**config.mk**
```make
export PLATFORM = sky130hd
export DESIGN_NAME = prueba1_ram_arbiter
export DESIGN_NICKNAME = d
export VERILOG_FILES = /design/src/rtl/prueba1_ram_arbiter.sv
export SDC_FILE = /design/constraint.sdc
export NUM_CORES = 1
export LEC_CHECK = 0
export BUFFER_PORTS_ARGS = -buffer_cell sky130_fd_sc_hd__buf_2
export CAP_MARGIN = 0
export CELL_PAD_IN_SITES_DETAIL_PLACEMENT = 1
export CELL_PAD_IN_SITES_GLOBAL_PLACEMENT = 1
export CORE_MARGIN = 5
export CORE_UTILIZATION = 27
export CTS_CLUSTER_SIZE = 24
export DETAILED_ROUTE_END_ITERATION = 6
export PLACE_DENSITY_LB_ADDON = 0.1
export REMOVE_ABC_BUFFERS = 1
export SLEW_MARGIN = 15
export SYNTH_ARGS = -nofsm -noshare
export SYNTH_HDL_FRONTEND = slang
export SYNTH_SLANG_ARGS = --single-unit
```
**constraint.sdc**
```tcl
create_clock -name clk -period 3.4 [get_ports clk]
set_input_delay 0.51 -clock clk [delete_from_list [all_inputs] [get_ports clk]]
set_output_delay 0.51 -clock clk [all_outputs]
set_load 0.03 [all_outputs]
```
**src/rtl/prueba1_ram_arbiter.sv**
```systemverilog
`default_nettype none
`timescale 1ns/1ps
// ============================================================================
// Module      : prueba1_ram_arbiter
// Description : Two-port Avalon-MM arbiter for a single-port 1-clk-latency RAM.
//               Optional macro PRUEBA1_RAM_ARB_ROUND_ROBIN_EN selects
//               round-robin tie-break (default: port 0 priority).
// Revision    : 1.0 - initial release
// ============================================================================
module prueba1_ram_arbiter #(
    parameter int ADDR_W = 10,
    parameter int DATA_W = 32,
    localparam int BE_W  = DATA_W / 8
) (
    input  logic              clk,
    input  logic              reset_n,

    input  logic              m0_chipselect,
    input  logic              m0_read,
    input  logic              m0_write,
    input  logic [ADDR_W-1:0] m0_address,
    input  logic [BE_W-1:0]   m0_byteenable,
    input  logic [DATA_W-1:0] m0_writedata,
    output logic              m0_waitrequest,
    output logic [DATA_W-1:0] m0_readdata,
    output logic              m0_readdatavalid,

    input  logic              m1_chipselect,
    input  logic              m1_read,
    input  logic              m1_write,
    input  logic [ADDR_W-1:0] m1_address,
    input  logic [BE_W-1:0]   m1_byteenable,
    input  logic [DATA_W-1:0] m1_writedata,
    output logic              m1_waitrequest,
    output logic [DATA_W-1:0] m1_readdata,
    output logic              m1_readdatavalid,

    output logic [ADDR_W-1:0] ram_address,
    output logic [BE_W-1:0]   ram_byteenable,
    output logic              ram_chipselect,
    output logic              ram_write,
    output logic [DATA_W-1:0] ram_writedata,
    output logic              ram_clken,
    input  logic [DATA_W-1:0] ram_readdata
);

    typedef enum logic [1:0] {
        ST_IDLE  = 2'd0,
        ST_ISSUE = 2'd1,
        ST_DATA  = 2'd2
    } state_t;

    state_t r_state;
    state_t w_state_next;

    logic              r_last_grant;
    logic              r_cmd_port;
    logic              r_cmd_read;
    logic              r_clken;
    logic [1:0]        r_rdv;

    logic              w_req0;
    logic              w_req1;
    logic              w_any_req;
    logic              w_winner;
    logic              w_accept;
    logic              w_sel_write;
    logic [ADDR_W-1:0] w_sel_addr;
    logic [BE_W-1:0]   w_sel_be;
    logic [DATA_W-1:0] w_sel_wdata;

    assign w_req0    = m0_chipselect & (m0_read | m0_write);
    assign w_req1    = m1_chipselect & (m1_read | m1_write);
    assign w_any_req = w_req0 | w_req1;

    always_comb begin
        w_winner = 1'b0;
        if (w_req0 && w_req1) begin
`ifdef PRUEBA1_RAM_ARB_ROUND_ROBIN_EN
            w_winner = ~r_last_grant;
`else
            w_winner = 1'b0;
`endif
        end else if (w_req1) begin
            w_winner = 1'b1;
        end
    end

    // Acceptance waits for the RAM clock enable so the first command after
    // reset never lands on a gated RAM.
    assign w_accept = reset_n & r_clken & (r_state == ST_IDLE) & w_any_req;

    assign m0_waitrequest = ~(w_accept & ~w_winner);
    assign m1_waitrequest = ~(w_accept &  w_winner);

    assign w_sel_write = w_winner ? m1_write      : m0_write;
    assign w_sel_addr  = w_winner ? m1_address    : m0_address;
    assign w_sel_be    = w_winner ? m1_byteenable : m0_byteenable;
    assign w_sel_wdata = w_winner ? m1_writedata  : m0_writedata;

    always_ff @(posedge clk) begin
        if (!reset_n) begin
            r_state <= ST_IDLE;
        end else begin
            r_state <= w_state_next;
        end
    end

    always_comb begin
        w_state_next = r_state;
        case (r_state)
            ST_IDLE:  if (w_accept) w_state_next = ST_ISSUE;
            ST_ISSUE: w_state_next = r_cmd_read ? ST_DATA : ST_IDLE;
            ST_DATA:  w_state_next = ST_IDLE;
            default:  w_state_next = ST_IDLE;
        endcase
    end

    always_ff @(posedge clk) begin
        if (!reset_n) begin
            ram_address    <= '0;
            ram_byteenable <= '0;
            ram_chipselect <= 1'b0;
            ram_write      <= 1'b0;
            ram_writedata  <= '0;
            r_clken        <= 1'b0;
            r_rdv          <= 2'b00;
            r_last_grant   <= 1'b1;
            r_cmd_port     <= 1'b0;
            r_cmd_read     <= 1'b0;
        end else begin
            r_clken        <= 1'b1;
            r_rdv          <= 2'b00;
            ram_chipselect <= 1'b0;
            ram_write      <= 1'b0;
            if (w_accept) begin
                ram_chipselect <= 1'b1;
                ram_write      <= w_sel_write;
                ram_address    <= w_sel_addr;
                ram_byteenable <= w_sel_be;
                ram_writedata  <= w_sel_wdata;
                r_last_grant   <= w_winner;
                r_cmd_port     <= w_winner;
                r_cmd_read     <= ~w_sel_write;
            end
            if (r_state == ST_ISSUE && r_cmd_read) begin
                r_rdv[r_cmd_port] <= 1'b1;
            end
        end
    end

    // Masking with reset_n drops a strobe whose DATA cycle coincides with reset.
    assign m0_readdatavalid = r_rdv[0] & reset_n;
    assign m1_readdatavalid = r_rdv[1] & reset_n;
    assign m0_readdata      = ram_readdata;
    assign m1_readdata      = ram_readdata;
    assign ram_clken        = r_clken;

endmodule
`default_nettype wire

```
==> results.py <==
metrics = {
    "die": {
        "row_count": 36,
        "dieArea_um2": 12200,
        "start_util_pct": 27.8,
        "die_h_um": 111,
        "core_region_area_um2": 9820,
        "ioPinCount": 249,
        "dieWidth_um": 111,
    },
    "cells_and_area": {
        "syn2layout_area_growth_pct": 16.8,
        "final_layout_size_suffix_gt1_share_pct": 49.6,
        "instances_no_fill": 512,
        "antenna_cells": 0,
        "nets": 510,
    },
    "clock_network": {
        "postCtsSetupRepairBufs": 0,
        "cts_made_buffers": 5,
        "cts_tree": "done",
        "postCtsHoldBufs": 0,
        "post_cts_resized": 0,
        "cts_num_sinks": 55,
        "htree_levels": 2,
        "cts_buffer_depth": 2,
        "clk_latency_ps": 310,
        "clk_pin_slew_worst_paths_ps": 90,
        "root_buffer": "clkbuf_8",
    },
    "route": {
        "route.antenna.remaining_nets": 0,
        "num_vias": 2350,
        "first_pass_iters": 4,
        "wire_per_inst_um": 19.4,
        "drc": 0,
        "drt_wl_total_um": 9920,
        "via_per_inst": 4.59,
        "drt_iter0_markers": 43,
    },
    "worst_setup_path": {
        "path_class": "flip-flop to output port",
        "crit_required_ps": 2890,
        "setup.worst_path.end_class": "output port",
        "arrival_ps": 1830,
        "setup.worst_path.start_class": "flip-flop",
        "path_max_fanout": 47,
    },
    "sta": {
        "rsz0062_at_grt": "no",
        "tns_ps": 0,
        "hold_viol": 0,
        "tightest_slew_ps": 650,
        "setup_violations": 0,
        "timing.slew.headroom_pct": 56.7,
        "slew_viol_final": 0,
        "fmax_ghz": 0.427,
        "clock_skew_ps": 6.29,
        "fin_crit_sh_pct": 68.8,
        "post-route-min-period_ps": 2340,
    },
    "pwr": {
        "vdd_ir_drop_max_uv": 163,
        "p_leak_nw": 1.47,
        "powerDensity_nw_per_um2": 437,
    },
    "grt": {
        "grt_first_pass_wirelength_um": 15000,
        "antenna_found_initial": 0,
        "grt_pass1_vias": 2490,
        "grt.total_usage_pct": 15.7,
        "grt_overflow": 0,
        "grt_max_degree": 53,
    },
    "yosys": {
        "yosys.area_share.simple_pct": 16.8,
        "synth_seq_cells": 55,
        "synth_top_family_by_area": "buffers and inverters",
        "synth_area_um2": 2730,
        "yosysWarnings": 0,
        "avgSynthCellArea_um2": 9.14,
        "synth_fa_ha_area_share_pct": 0,
        "synth_xor_area_share_pct": 0,
        "synth_cell_types": 21,
        "synth_compound_area_share_pct": 21.1,
        "synthCells": 299,
        "synth_mux_area_share_pct": 0,
        "yosysSeqAreaShare_pct": 40.3,
    },
    "min_path": {
        "hp-class": "flip-flop to flip-flop",
    },
    "place": {
        "io_buffer_count": 152,
        "gp_congestion": 0.690,
        "dp_cells": 504,
        "place_hpwl_um": 7610,
    },
    "job": {
        "drv_cap": 0,
    },
    "status": {
        "status": "finished, final reports clean",
    },
}
## cells by family (layout without fill, tap and decap cells)
group / after synthesis / after routing
compound gates: 53 / 53
buf+inv: 84 / 164
flops: 55 / 55
simple gates: 107 / 107
## where the power goes
part	internal (mW)	switching (mW)
Sequential	0.682	0.0173
Combinational	0.113	0.187
Clock	0.187	0.211
Total	0.981	0.416
## final timing paths
check | from | endpoint | slack [ps] | depth (start not counted)
setup / recovery | r_state[0] | m1_waitrequest | 1060 | 4
hold / removal | r_cmd_port | r_rdv[0] | 440 | 1
setup reg to reg | r_state[0] | ram_writedata[27] | 1600 | 5
hold reg to reg | r_cmd_port | r_rdv[0] | 440 | 1
## Yosys cell counts
library cell	count	area, um2
a31oi_1	1	6.26
and2_1	3	18.8
and4b_1	1	10.0
and4bb_4	1	16.3
buf_2	10	50.1
buf_4	66	495
buf_6	3	33.8
clkbuf_1	5	18.8
dfxtp_1	55	1100
nand2_1	3	11.3
nand3_2	1	10.0
nand3b_2	1	11.3
nor2_1	94	353
nor2b_1	1	6.26
nor3b_2	1	12.5
nor4bb_1	1	10.0
o21a_1	3	22.5
o21a_2	1	8.76
o21ai_1	2	10.0
o221ai_1	26	228
o221ai_2	20	300
## area by class of cell
| class | count | area, um2 |
|---|---|---|
| Clock buffer | 8 | 100 |
| Fill cell | 1225 | 6630 |
| Multi-Input combinational cell | 160 | 1030 |
| Sequential cell | 55 | 1100 |
| Tap cell | 133 | 166 |
| Timing Repair Buffer | 156 | 791 |
## flip-flops by register name, summed over array words and instances (netlist names)
signal          count
ram_writedata      32
ram_address        10
ram_byteenable      4
r_rdv               2
r_state             2
r_cmd_port          1
r_cmd_read          1
ram_chipselect      1
ram_clken           1
ram_write           1
## metrics by stage
stage	setup slack [ps]	power (mW)	util [%]	area [um2]	hold slack, ps
finish	1060	1.40	32.5	3190	435
global route	919	1.48	32.5	3190	465
CTS	998	1.43	32.5	3190	439
detailed placement	1050	1.02	31.5	3090	425
global placement	1060	1.02	31.5	3090	431
floorplan	1120	0.879	-	2140	406
## worst max-delay path, cell delays in order (launching register included)
cell      delay (ps)
dfxtp_1          360
and4bb_4         250
nand3b_2          80
buf_4            500
buf_2            310
## routing by layer
| layer | wire, um | up-vias | track usage, % |
|---|---|---|---|
| met4 | 76 | 0 | 2.96 |
| met3 | 1800 | 8 | 14.2 |
| met1 | 4300 | 1031 | 18.8 |
| met2 | 3750 | 178 | 20.4 |
| met5 | 0 | - | 4.17 |
| li1 | - | 1133 | - |
## layout by cell type, fill, tap and decap left out, drive strengths merged, types with 2 or more instances in the layout
cell / Yosys / layout
dfxtp: 55 / 55
nor2: 94 / 94
and2: 3 / 3
clkbuf: 5 / 8
nand2: 3 / 3
o21ai: 2 / 2
o21a: 4 / 4
buf: 79 / 156
o221ai: 46 / 46
No activity file was read; power rests on OpenSTA's default activity.
